--- src/rtl/heichips25_accum_sequencer.sv ---
// Operand FIFO feeding a time-shared 8-bit adder into a 16-bit accumulator,
// sequenced by a synchronized strobe/command handshake on the bidirectional pins.
module heichips25_accum_sequencer #(
    parameter int unsigned DEPTH       = 4,
    parameter int unsigned SYNC_STAGES = 2
) (
    input  logic       clk,
    input  logic       rst_n,
    input  logic       ena,
    input  logic [7:0] ui_in,
    input  logic [7:0] uio_in,
    output logic [7:0] uo_out,
    output logic [7:0] uio_out,
    output logic [7:0] uio_oe
);

    localparam int unsigned PtrW = (DEPTH > 1) ? $clog2(DEPTH) : 1;
    localparam int unsigned CntW = PtrW + 1;

    typedef enum logic [0:0] {StIdle, StSum} state_e;

    localparam logic [1:0] CmdLoad  = 2'b00;
    localparam logic [1:0] CmdRun   = 2'b01;
    localparam logic [1:0] CmdClear = 2'b10;

    state_e                 state_q;
    logic [SYNC_STAGES-1:0] sync_q;
    logic                   edge_q;
    logic [7:0]             mem_q [DEPTH];
    logic [PtrW-1:0]        wr_ptr_q;
    logic [PtrW-1:0]        rd_ptr_q;
    logic [CntW-1:0]        count_q;
    logic [15:0]            acc_q;
    logic                   ovf_q;

    logic       stb;
    logic [1:0] cmd;
    logic       byte_sel;
    logic       pulse;
    logic       empty;
    logic       full;
    logic       busy;
    logic [8:0] sum;
    logic       carry;
    logic       unused;

    assign stb      = uio_in[0];
    assign cmd      = uio_in[2:1];
    assign byte_sel = uio_in[3];
    assign unused   = ^{ena, uio_in[7:4]};

    assign pulse = sync_q[SYNC_STAGES-1] & ~edge_q;
    assign empty = (count_q == '0);
    assign full  = (count_q == CntW'(DEPTH));
    assign busy  = (state_q == StSum);

    assign sum   = {1'b0, acc_q[7:0]} + {1'b0, mem_q[rd_ptr_q]};
    assign carry = sum[8];

    always_ff @(posedge clk or negedge rst_n) begin
        if (!rst_n) begin
            state_q  <= StIdle;
            sync_q   <= '0;
            edge_q   <= 1'b0;
            wr_ptr_q <= '0;
            rd_ptr_q <= '0;
            count_q  <= '0;
            acc_q    <= '0;
            ovf_q    <= 1'b0;
            for (int unsigned i = 0; i < DEPTH; i++) begin
                mem_q[i] <= '0;
            end
        end else begin
            sync_q[0] <= stb;
            for (int unsigned i = 1; i < SYNC_STAGES; i++) begin
                sync_q[i] <= sync_q[i-1];
            end
            edge_q <= sync_q[SYNC_STAGES-1];

            unique case (state_q)
                StIdle: begin
                    if (pulse) begin
                        case (cmd)
                            CmdLoad: begin
                                if (!full) begin
                                    mem_q[wr_ptr_q] <= ui_in;
                                    wr_ptr_q        <= wr_ptr_q + PtrW'(1);
                                    count_q         <= count_q + CntW'(1);
                                end
                            end
                            CmdRun: begin
                                if (!empty) begin
                                    state_q <= StSum;
                                end
                            end
                            CmdClear: begin
                                acc_q    <= '0;
                                ovf_q    <= 1'b0;
                                wr_ptr_q <= '0;
                                rd_ptr_q <= '0;
                                count_q  <= '0;
                            end
                            default: ;
                        endcase
                    end
                end
                StSum: begin
                    // Pulses arriving here are dropped; the FIFO is only drained.
                    acc_q[7:0]  <= sum[7:0];
                    acc_q[15:8] <= acc_q[15:8] + {7'b0, carry};
                    if ((acc_q[15:8] == 8'hFF) && carry) begin
                        ovf_q <= 1'b1;
                    end
                    rd_ptr_q <= rd_ptr_q + PtrW'(1);
                    count_q  <= count_q - CntW'(1);
                    if (count_q == CntW'(1)) begin
                        state_q <= StIdle;
                    end
                end
                default: state_q <= StIdle;
            endcase
        end
    end

    assign uo_out  = byte_sel ? acc_q[15:8] : acc_q[7:0];
    assign uio_out = {ovf_q, full, empty, busy, 4'b0000};
    assign uio_oe  = 8'hF0;

endmodule

--- config.mk ---
export PLATFORM = sky130hd
export DESIGN_NAME = heichips25_accum_sequencer
export DESIGN_NICKNAME = d
export VERILOG_FILES = /design/src/rtl/heichips25_accum_sequencer.sv
export SDC_FILE = /design/constraint.sdc
export NUM_CORES = 1
export LEC_CHECK = 0
export ABC_CLOCK_PERIOD_IN_PS = 6700
export BUFFER_PORTS_ARGS = -buffer_cell sky130_fd_sc_hd__buf_2
export CELL_PAD_IN_SITES_DETAIL_PLACEMENT = 1
export CELL_PAD_IN_SITES_GLOBAL_PLACEMENT = 1
export CORE_UTILIZATION = 45
export DETAILED_ROUTE_END_ITERATION = 6
export PLACE_DENSITY_LB_ADDON = 0.15
export SLEW_MARGIN = 30
export SYNTH_ARGS = -nofsm -noshare
export SYNTH_HDL_FRONTEND = slang
export SYNTH_SLANG_ARGS = --single-unit
--- constraint.sdc ---
create_clock -name clk -period 6.7 [get_ports clk]
set_input_delay 0.67 -clock clk [delete_from_list [all_inputs] [get_ports clk]]
set_output_delay 0.67 -clock clk [all_outputs]
set_load 0.05 [all_outputs]
Yosys cells after proc, flatten, opt, wreduce, memory -nomap -nowiden
Cells that the tools add are included.

Add/sub/neg operators: 6. $mul: 0. Div/mod/pow operators: 0. Magnitude comparators: 3. Equal/unequal tests: 11. Shift-type cells: 0. Muxes and demuxes: 28. Bitwise logic cells: 6. Reductions and logical operators: 10.

Operators by type and width (number): 32-bit bitwise mux (1); 16-bit two-way mux (2); 8-bit two-way mux (4); 16-bit case mux with 2 select lines (1); 8-bit binary-select mux with 2-bit select (1); 8-bit demux with 2-bit select (1); 3-bit case mux with 2 select lines (2); 8-bit by 8-bit adder with 9-bit output (1); 8-bit by 1-bit adder with 8-bit output (1); 8-bit == test (second input constant) (1); 2-bit case mux with 2 select lines (2); 4-bit AND reduction (2); 1-bit two-way mux (7); 3-bit >= comparator (second input constant) (2); 2-bit two-way mux (3); 3-bit two-way mux (2); 2-bit inverter with 3-bit output (2); 3-bit AND reduction (2); 2-bit by 1-bit adder with 2-bit output (second input constant) (2); 2-bit by 1-bit != test with 1-bit output (second input constant) (2); 2-bit != test (second input constant) (2); 1-bit case mux with 2 select lines (2); 3-bit by 1-bit adder with 3-bit output (second input constant) (1); 3-bit by 1-bit == test with 1-bit output (second input constant) (1); 14 further kinds (17).

Register bits after elaboration: 60. Bits in latches: 0. Bits in writable memories: 0. Bits in read-only memories: 0. Input bits: 19. Output and inout port bits: 24. Logic and storage cells: 76. Memories: 0.

Logic depth before layout (Yosys ltp)
Gate-level depths: netlist of run 1.

Depth in word-level cells: 8. Gate-level depth with buffers: 13. Gate-level depth less buffers: 12.

Worst setup path after synthesis of run 1
No wires, ideal clock.

Kind: reg-to-reg. Start point: register rd_ptr_q[0]. End point: register acc_q[12]. Library setup time: 0.078 ns. Arrival time: 2.798 ns. Data required time: 6.622 ns. Setup slack: 3.824 ns. Stages on the path, launching flop included: 14. Path buffers: 1. Period minus slack after synthesis: 2.876 ns. Cell sequence: dfrtp_1 > buf_2 > mux4_2 > ha_1 > inv_1 > fa_1 > nand2b_1 > a21oi_1 > a21o_1 > ha_1 > ha_1 > nand3_1 > or3_1 > a21oi_1.

Cells in the longest elaborated chain, start to end: 7.

RTL lines: start: declaration (line 31) `logic [PtrW-1:0] rd_ptr_q;`; start signal: assignment (line 114) `rd_ptr_q <= rd_ptr_q + PtrW'(1);`; 2-bit inverter with 3-bit output (not written as such) (line 57) `assign sum = {1'b0, acc_q[7:0]} + {1'b0, mem_q[rd_ptr_q]};`; 8-bit binary-select mux with 2-bit select (line 57); 8-bit two-way mux (not written as such) (2 in a row) (line 57); 8-bit by 8-bit adder with 9-bit output (line 57); 8-bit by 1-bit adder with 8-bit output (line 110) `acc_q[15:8] <= acc_q[15:8] + {7'b0, carry};`; 16-bit case mux with 2 select lines (line 80) `unique case (state_q)`; end signal: assignment (line 110); end: declaration (line 33) `logic [15:0] acc_q;`.

Every way passes these cells. The select of a mux whose other input is x is not followed. A chain may end at the register's enable or synchronous reset.

Worst setup path after layout of run 1
Start point: register rd_ptr_q[0]. End point: register acc_q[14].

The elaborated chain is that of the path after synthesis.

==> flow_summary_export.csv, run 1 <==
group,metric,value,unit
placed_design,gp_congestion,0.739,
critical_path,crit_arrival,3710,ps
synth,async_flop_share,100,%
routing,drt_first_pass_iters,5,
flow_run,max-cap-violations,0,
clock_tree,clock_sinks,60,
sta,fin_hold_ws,355,ps
synth,syn-cell-area,3300,sq um
clock_tree,ctsRootBufferMaster,"clkbuf_8",
sta,finalSetupViolCount,0,
clock_tree,hold_buffers,0,
synth,ys_seq_area_share,45.5,%
clock_tree,post_cts_resized,0,
cells_and_area,final_cells,407,
routing,drt_wl_total,7.09,mm
synth,ys_top_cells_by_count,"dfrtp_1, mux2_2, ha_1, nand2_1, buf_4",
floorplanning,die_x,87.7,um
clock_tree,tritoncts,"done",
floorplanning,start_util,47.5,%
routing,ant_nets,0,
routing,route.vias.total,2279,
min_path,hold_path_depth,0,
placed_design,place_inst,391,
global_route,grt_overflow_total,0,
synth,synth_top_cell_area_share,45.5,%
sta,drv_slew,0,
placed_design,io_buffers,25,
synth,synth_flop_cell,"dfrtp_1",
global_route,grt_first_pass_wirelength,11.8,mm
power,p_per_area,494,nW/um^2
sta,fin_setup_tns,0,ps
sta,clock.fmax,291,MHz
floorplanning,dieHeight,87.7,um
synth,postSynthCellCount,285,
critical_path,r2r_cells,12,
synth,synth_edf_count,0,
placed_design,preCtsSetupSlack,3270,ps
floorplanning,dieArea,7680,sq um
synth,avgSynthCellArea,11.6,sq um
clock_tree,cts_made_buffers,9,
cells_and_area,insertedDiodeCount,0,
synth,yosys.area.top_type,"dfrtp_1",
synth,synth.area.top_cells,"dfrtp_1, mux2_2, ha_1",
clock_tree,cts_max_level,3,
placed_design,dp_hpwl,5.04,mm
cells_and_area,fillers,747,
synth,yosysMostFrequentCell,"dfrtp_1",
cells_and_area,nNetsFinal,344,
clock_tree,ctsLongestPathBuffers,2,
global_route,antenna_found_initial,0,
sta,hold_viol,0,
routing,drcViolationCount,0,
sta,worstMarginPinSlew,947,ps
sta,rsz0062_at_grt,"false",
critical_path,crit_path_end_kind,"register",
power,total_power,1.82,mW
power,vdd_drop_max,0.000234,V
global_route,grt_pass1_vias,2348,
clock_tree,clk_pin_slew,70,ps
routing,drt_iter0_drc,73,
critical_path,path_class,"register to register",
clock_tree,clock_latency,350,ps
routing,viasPerCell,5.60,
critical_path,required,6970,ps
routing,routedWlPerCell,17.4,um
floorplanning,io_pins,43,
power,p_leak,1.75,nW
critical_path,critPathMaxFanout,10,
sta,period_minus_slack,3440,ps
synth,ys_types,48,
sta,slew_headroom,36.9,%
status,status,"complete, no violations",
synth,yosysWarnings,0,
global_route,track_usage,20.9,%
critical_path,startpoint_type,"register",
cells_and_area,drive_gt1_share,30.9,%
global_route,grt_max_degree,61,
cells_and_area,area_delta_synth_final,11.5,%
min_path,hold_class,"register to register",
sta,setup_ws,3260,ps
floorplanning,fp-row-count,30,
sta,period_share,51.3,%
synth,ys_ff_latch,60,
floorplanning,core_area,6940,sq um
clock_tree,postCtsSetupBuffers,0,
critical_path,r2r_slack,3260,ps
sta,skew,6.63,ps
-- worst max-delay path, stage by stage, from the launching register on --
cell	delay, ps
dfrtp_1	730
mux4_2	360
ha_1	200
inv_1	70
fa_1	380
nand2b_1	200
a21oi_1	290
a21o_1	180
ha_1	190
ha_1	200
nand3_1	90
or3_1	320
a21oi_1	140
-- state kept, by name, indices dropped and copies added, names as in the netlist --
name and cells:
acc_q 16, busy 1, count_q 3, wr_ptr_q 2, edge_q 1, sync_q 2
ovf_q 1, mem_q 32, rd_ptr_q 2
-- power breakdown --
| part | total (mW) | switching (mW) | internal (mW) | leakage, nW |
|---|---|---|---|---|
| Clock | 0.408 | 0.151 | 0.257 | 0.122 |
| Sequential | 0.638 | 0.143 | 0.496 | 0.774 |
| Combinational | 0.773 | 0.428 | 0.345 | 0.850 |
-- metal layers --
| metal | track usage (%) | wire (um) | up-vias |
|---|---|---|---|
| li1 | - | - | 1057 |
| met1 | 26.4 | 3230 | 1162 |
| met2 | 34.9 | 3510 | 46 |
| met3 | 4.24 | 216 | 14 |
| met4 | 9.39 | 139 | 0 |
| met5 | 0 | 0 | - |
-- placed cells by master, fill, tap and decap left out, drive strengths merged, types with 3 or more instances in the layout --
cell / netlist / final
dfrtp: 60 / 60
mux2: 39 / 39
buf: 19 / 26
nand2: 22 / 22
ha: 18 / 18
o21ai: 14 / 14
inv: 12 / 12
conb: 2 / 12
nor2: 11 / 11
nand3: 11 / 11
clkbuf: 7 / 10
a21oi: 9 / 9
mux4: 8 / 8
o31ai: 4 / 4
a22o: 4 / 4
and2: 3 / 3
nand2b: 3 / 3
or3: 3 / 3
bufinv: 0 / 3
-- cells by family (layout without fill, tap and decap cells) --
| family | after synthesis | in the layout | share of synthesized area, % |
|---|---|---|---|
| compound gates | 50 | 50 | 10.3 |
| xor+xnor | 3 | 3 | 0.796 |
| fa+ha+maj | 19 | 19 | 7.43 |
| simple gates | 66 | 66 | 10.8 |
| other cells | 2 | 12 | 0.227 |
| buf+inv | 38 | 54 | 6.21 |
| mux | 47 | 47 | 18.8 |
| flops | 60 | 60 | 45.5 |
-- area by class of cell --
cell class	instances	area, sq um	share of cell area, %
multi-input combinational	197	1630	44.4
sequential	60	1500	40.8
clock buffer	10	138	3.74
timing repair buffer	26	133	3.60
tap	96	120	3.26
clock inverter	6	111	3.03
inverter	12	45.0	1.22
-- worst paths after layout --
check	from	endpoint
worst min register to register	sync_q[0]$_DFF_PN0_	sync_q[1]$_DFF_PN0_
worst min-delay path	sync_q[0]$_DFF_PN0_	sync_q[1]$_DFF_PN0_
max in group asynchronous	rst_n	acc_q[7]$_DFFE_PN0P_
min in group asynchronous	rst_n	count_q[2]$_DFFE_PN0P_
worst max register to register	rd_ptr_q[0]$_DFFE_PN0P_	acc_q[14]$_DFFE_PN0P_
worst max-delay path	rd_ptr_q[0]$_DFFE_PN0P_	acc_q[14]$_DFFE_PN0P_
-- per-stage QoR --
stage               util, %  cell area, sq um
global route           53.0              3680
floorplan                 -              3340
detailed placement     49.4              3430
CTS                    53.0              3680
global placement       49.4              3430
finish                 53.0              3680
Power figures use the tool's default switching activity.
==> run 2, diff against run 1 <==
--- a/config.mk
+++ b/config.mk
@@ -5,11 +5,11 @@
 export SDC_FILE = /design/constraint.sdc
 export NUM_CORES = 1
 export LEC_CHECK = 0
-export ABC_CLOCK_PERIOD_IN_PS = 6700
+export ABC_CLOCK_PERIOD_IN_PS = 2800
 export BUFFER_PORTS_ARGS = -buffer_cell sky130_fd_sc_hd__buf_2
 export CELL_PAD_IN_SITES_DETAIL_PLACEMENT = 1
 export CELL_PAD_IN_SITES_GLOBAL_PLACEMENT = 1
-export CORE_UTILIZATION = 45
+export CORE_UTILIZATION = 42
 export DETAILED_ROUTE_END_ITERATION = 6
 export PLACE_DENSITY_LB_ADDON = 0.15
 export SLEW_MARGIN = 30
==> constraint.sdc (replaced) <==
create_clock -name clk -period 2.8 [get_ports clk]
set_input_delay 0.28 -clock clk [delete_from_list [all_inputs] [get_ports clk]]
set_output_delay 0.28 -clock clk [all_outputs]
set_load 0.05 [all_outputs]
==> run 2 against run 1 <==
Flip-flop and latch count stayed put. The flow now finishes with violations (negative setup slack). Clock-buffer cell count is 1 lower. Core utilization is 0.53 points higher. Combinational power grew to 3.1 times the previous value. Hold slack worse by 320 ps. Sequential share of layout area shrank 2.9 points. Sequential power rose by 130%. Register-to-register slack got worse by 3300 ps. Setup slack worse by 3300 ps. Largest power group unchanged. Routed wire length up 8.6%. First-iteration DRC count up 11%. Final cell count increased by 6.9%.
==> flow_summary_export.csv, run 2 (synthesis results as in run 1) <==
group,metric,value,unit
sta,worstMarginPinSlew,614,ps
placed_design,preCtsSetupSlack,-141,ps
cells_and_area,final_common_cell,"dfrtp_1",
clock_tree,clock_sinks,60,
sta,clock.fmax,350,MHz
floorplanning,die_x,90.7,um
clock_tree,clk_pin_slew,70,ps
floorplanning,dieArea,8220,sq um
flow_run,max-cap-violations,0,
cells_and_area,insertedDiodeCount,0,
critical_path,required,3070,ps
routing,drt_first_pass_iters,4,
critical_path,critPathMaxFanout,3,
critical_path,crit_arrival,3130,ps
global_route,antenna_found_initial,0,
routing,drcViolationCount,0,
routing,drt_wl_total,7.70,mm
clock_tree,cts_max_level,3,
global_route,track_usage,20.5,%
routing,ant_nets,0,
cells_and_area,area_delta_synth_final,20.1,%
sta,hold_viol,0,
critical_path,path_class,"register to register",
power,p_int,2.85,mW
floorplanning,io_pins,43,
critical_path,startpoint_type,"register",
status,violations,"negative setup slack",
cells_and_area,drive_gt1_share,40.2,%
sta,period_minus_slack,2860,ps
power,p_per_area,1200,nW/um^2
routing,drt_iter0_drc,81,
placed_design,dp_hpwl,5.52,mm
cells_and_area,nNetsFinal,369,
cells_and_area,reg.largest.list,"mem_q (32), acc_q (16), count_q (3)",
floorplanning,dieHeight,90.7,um
routing,routedWlPerCell,17.7,um
routing,viasPerCell,5.41,
floorplanning,fp-row-count,31,
power,total_power,4.76,mW
cells_and_area,largest_register_ffs,32,
power,p_leak,1.86,nW
clock_tree,ctsRootBufferMaster,"clkbuf_8",
sta,slew_headroom,58.7,%
clock_tree,ctsLongestPathBuffers,2,
sta,period_share,102,%
placed_design,gp_congestion,0.743,
sta,fin_setup_tns,-64.0,ps
routing,route.vias.total,2353,
power,p_seq_share,30.3,%
cells_and_area,utilization,53.5,%
cells_and_area,multi_input_area,1740,sq um
power,p_switching,1.91,mW
clock_tree,cts_made_buffers,9,
global_route,grt_overflow_total,0,
sta,setup_ws,-59.6,ps
placed_design,io_buffers,25,
sta,rsz0062_at_grt,"true",
power,clkPwrFrac,18.7,%
sta,drv_slew,0,
global_route,grt_pass1_vias,2549,
status,status,"finished with violations",
floorplanning,start_util,44.6,%
min_path,hold_class,"input port to register",
floorplanning,core_area,7410,sq um
global_route,grt_max_degree,27,
clock_tree,clock_latency,350,ps
cells_and_area,largest_register,"mem_q",
power,vdd_drop_max,0.000434,V
cells_and_area,final_cell_mix,"dfrtp_1, mux2_2, buf_2",
cells_and_area,fillers,805,
critical_path,crit_path_end_kind,"register",
global_route,grt_first_pass_wirelength,12.8,mm
sta,skew,13.3,ps
power,p_comb_share,51.0,%
clock_tree,tritoncts,"done",
cells_and_area,regArea,1500,sq um
power,swShare,40.1,%
sta,finalSetupViolCount,2,
-- run 2: final timing paths --
path                                         startpoint                      to  slack, ps  cells past startpoint
min in group asynchronous                         rst_n  count_q[2]$_DFFE_PN0P_        450                      2
worst min-delay path                          uio_in[0]     sync_q[0]$_DFF_PN0_         40                      1
worst min register to register      sync_q[0]$_DFF_PN0_     sync_q[1]$_DFF_PN0_        380                      0
worst max-delay path            rd_ptr_q[0]$_DFFE_PN0P_   acc_q[12]$_DFFE_PN0P_        -60                     13
worst max register to register  rd_ptr_q[0]$_DFFE_PN0P_   acc_q[12]$_DFFE_PN0P_        -60                     13
max in group asynchronous                         rst_n   mem_q[18]$_DFFE_PN0P_       1630                      3
-- run 2: area by class of cell --
cell class,instances,area share [%]
clock buffer,9,3.12
clock inverter,7,2.52
inverter,12,1.14
multi-input combinational,197,43.9
sequential,60,37.9
tap,99,3.12
timing repair buffer,51,8.33
-- run 2: per-layer routing --
layer	global-route usage [%]	wire, um	vias to the layer above
li1	-	-	1106
met1	25.2	3400	1192
met2	34.9	3930	42
met3	3.87	228	13
met4	9.27	150	0
met5	0	0	-
-- run 2: power by group through the flow --
stage	logic, mW	clock network (mW)	registers (mW)
floorplan	1.67	0	1.34
global placement	2.16	0	1.42
detailed placement	2.23	0	1.44
CTS	2.32	0.906	1.43
global route	2.66	0.948	1.49
finish	2.43	0.887	1.44
-- run 2: stage by stage --
stage | instance area [sq um] | cells | hold slack (ps)
floorplan | 3350 | 295 | -15.6
global placement | 3600 | 414 | 295
CTS | 3890 | 434 | 22.3
detailed placement | 3600 | 414 | 291
finish | 3970 | 435 | 35.6
global route | 3970 | 435 | 27.3
-- run 2: critical path: stages, from the launching register on --
cell,delay (ps)
dfrtp_1,400
buf_6,130
mux4_2,350
ha_4,140
inv_2,40
fa_2,340
nand2b_4,170
a21oi_4,120
a21o_1,210
ha_4,170
ha_4,140
nand3_2,80
or3_4,380
a21oi_2,130
-- run 2: timing repair --
item,CTS,global route
gates resized for setup,7,13
hold endpoints to repair,21,0
setup buffers,3,1
setup endpoints to repair,2,6
pin swaps,4,5
hold buffers,1,0
==> run 3, diff against run 2 <==
--- a/config.mk
+++ b/config.mk
@@ -5,11 +5,11 @@
 export SDC_FILE = /design/constraint.sdc
 export NUM_CORES = 1
 export LEC_CHECK = 0
-export ABC_CLOCK_PERIOD_IN_PS = 2800
+export ABC_CLOCK_PERIOD_IN_PS = 3300
 export BUFFER_PORTS_ARGS = -buffer_cell sky130_fd_sc_hd__buf_2
 export CELL_PAD_IN_SITES_DETAIL_PLACEMENT = 1
 export CELL_PAD_IN_SITES_GLOBAL_PLACEMENT = 1
-export CORE_UTILIZATION = 42
+export CORE_UTILIZATION = 45
 export DETAILED_ROUTE_END_ITERATION = 6
 export PLACE_DENSITY_LB_ADDON = 0.15
 export SLEW_MARGIN = 30
==> constraint.sdc (replaced) <==
create_clock -name clk -period 3.3 [get_ports clk]
set_input_delay 0.33 -clock clk [delete_from_list [all_inputs] [get_ports clk]]
set_output_delay 0.33 -clock clk [all_outputs]
set_load 0.05 [all_outputs]
==> run 3 against run 2 <==
The flow now finishes without violations. Clock skew is 4.8 ps lower. Fmax is 6.3% lower. Die area is 6.5% lower. Critical path depth is 1 lower. Hold slack better by 59 ps. Setup slack better by 310 ps. Routed wire length is 10% lower. Critical endpoint is now acc_q[14]$_DFFE_PN0P_. Via count is 3.3% lower. Core utilization is 0.28 points higher. Combinational power is 30% lower. First-iteration DRC count is 33% lower. Flip-flop and latch count stayed put.
==> flow_summary_export.csv, run 3 (synthesis results as in run 1) <==
group,metric,value,unit
power,swShare,39.8,%
critical_path,cp-startpoint,"rd_ptr_q[0]$_DFFE_PN0P_",
critical_path,crit_top_cell,"ha_1",
clock_tree,ctsLongestPathBuffers,2,
critical_path,cpPeakStageDelay,490,ps
sta,worstMarginPinSlew,960,ps
routing,ant_nets,0,
floorplanning,dieHeight,87.7,um
power,p_seq_share,33.8,%
sta,rsz0062_at_grt,"false",
placed_design,gp_congestion,0.745,
clock_tree,tritoncts,"done",
power,vdd_drop_max,0.000353,V
critical_path,crit_arrival,3320,ps
min_path,min_from,"uio_in[0]",
routing,routedWlPerCell,16.7,um
sta,clock.fmax,328,MHz
critical_path,r2r_start,"rd_ptr_q[0]$_DFFE_PN0P_",
routing,drt_first_pass_iters,4,
placed_design,dp_hpwl,5.22,mm
sta,period_minus_slack,3050,ps
routing,viasPerCell,5.48,
global_route,grt_pass1_vias,2321,
cells_and_area,insertedDiodeCount,0,
floorplanning,start_util,47.5,%
cells_and_area,drive_gt1_share,32.9,%
clock_tree,ctsRootBufferMaster,"clkbuf_8",
critical_path,startpoint_type,"register",
power,p_int,2.21,mW
cells_and_area,multi_input_area,1640,sq um
cells_and_area,regArea,1500,sq um
sta,drv_slew,0,
critical_path,path_class,"register to register",
routing,drt_wl_total,6.92,mm
global_route,grt_max_degree,34,
global_route,use_met2,34.0,%
clock_tree,cts_max_level,3,
status,status,"complete, no violations",
sta,fin_setup_tns,0,ps
sta,finalSetupViolCount,0,
critical_path,critPathTopFamily,"adder cells",
global_route,grt_first_pass_wirelength,11.6,mm
floorplanning,dieArea,7680,sq um
flow_run,max-cap-violations,0,
power,clkPwrFrac,20.4,%
global_route,grt_overflow_total,0,
floorplanning,fp-row-count,30,
routing,drcViolationCount,0,
power,p_switching,1.47,mW
sta,period_share,92.4,%
global_route,antenna_found_initial,0,
cells_and_area,fillers,765,
global_route,grtUsageMet1,26.7,%
power,p_leak,1.77,nW
global_route,track_usage,20.6,%
power,p_comb_share,45.8,%
cells_and_area,utilization,53.8,%
cells_and_area,reg.largest.list,"mem_q (32), acc_q (16), count_q (3)",
clock_tree,postCtsSetupBuffers,0,
floorplanning,core_area,6940,sq um
routing,drt_iter0_drc,54,
clock_tree,clock_sinks,60,
cells_and_area,largest_register_ffs,32,
min_path,hold_class,"input port to register",
clock_tree,cts_made_buffers,9,
sta,slew_headroom,35.4,%
cells_and_area,area_delta_synth_final,13.2,%
cells_and_area,final_cell_mix,"dfrtp_1, mux2_2, buf_2",
critical_path,required,3570,ps
critical_path,crit_path_end_kind,"register",
cells_and_area,final_common_cell,"dfrtp_1",
power,p_per_area,985,nW/um^2
placed_design,io_buffers,25,
floorplanning,io_pins,43,
routing,route.vias.total,2275,
floorplanning,die_x,87.7,um
critical_path,critPathMaxFanout,5,
cells_and_area,largest_register,"mem_q",
cells_and_area,nNetsFinal,352,
clock_tree,clock_latency,340,ps
global_route,busiest_layer,"met2",
clock_tree,clk_pin_slew,70,ps
global_route,grt.met3_usage,3.58,%
critical_path,crit_slowest_cell,"dfrtp_2",
sta,skew,8.46,ps
critical_path,crit_buf_inv,1,
critical_path,crit_chain,"mux4_2 -> ha_1 -> inv_1 -> fa_1 -> nand2b_1 -> a21oi_2 -> a21o_1 -> ha_1 -> ha_1 -> nand3_1 -> or3_1 -> a21oi_1",
sta,hold_viol,0,
## run 3: worst paths after layout
| check | end | slack, ps | depth (start not counted) |
|---|---|---|---|
| setup / recovery | acc_q[14]$_DFFE_PN0P_ | 250 | 12 |
| hold reg to reg | sync_q[1]$_DFF_PN0_ | 360 | 0 |
| hold / removal | sync_q[0]$_DFF_PN0_ | 90 | 1 |
| min in group asynchronous | count_q[0]$_DFFE_PN0P_ | 400 | 2 |
| setup reg to reg | acc_q[14]$_DFFE_PN0P_ | 250 | 12 |
| max in group asynchronous | rd_ptr_q[0]$_DFFE_PN0P_ | 2180 | 3 |
## run 3: final cells by class
| class | instances | area share [%] |
|---|---|---|
| multi-input cells | 197 | 43.8 |
| clock buffers | 10 | 3.68 |
| clock inverters | 6 | 2.34 |
| flip-flops and latches | 60 | 40.2 |
| well taps | 96 | 3.21 |
| repair buffers | 34 | 5.56 |
| inverters | 12 | 1.21 |
## run 3: power groups by stage
stage	combinational [mW]	sequential, mW	clock, mW
final	1.69	1.25	0.749
after floorplan	1.39	1.13	0
after global routing	1.89	1.29	0.799
after CTS	1.70	1.25	0.768
after global placement	1.63	1.25	0
after detailed placement	1.69	1.26	0
## run 3: what timing repair did
action	CTS	global route
resized for setup	0	2
hold buffers	1	0
endpoints found under the setup margin	0	2
endpoints found under the hold margin	11	0
## run 3: per-stage QoR
stage / std cells / worst slack (ps) / cell area (sq um) / total power, mW / hold slack, ps
finish: 415 / 250 / 3740 / 3.68 / 94.5
global route: 415 / 53.0 / 3740 / 3.98 / 79.8
CTS: 415 / 139 / 3730 / 3.72 / 81.2
detailed placement: 398 / 158 / 3500 / 2.95 / 236
global placement: 398 / 202 / 3500 / 2.88 / 231
floorplan: 295 / 424 / 3340 / 2.53 / 34.4
## run 3: per-layer routing
layer,vias up,part of all wire [%]
li1,1077,-
met1,1143,46
met2,44,49
met3,11,2.6
met4,0,1.8
met5,-,0
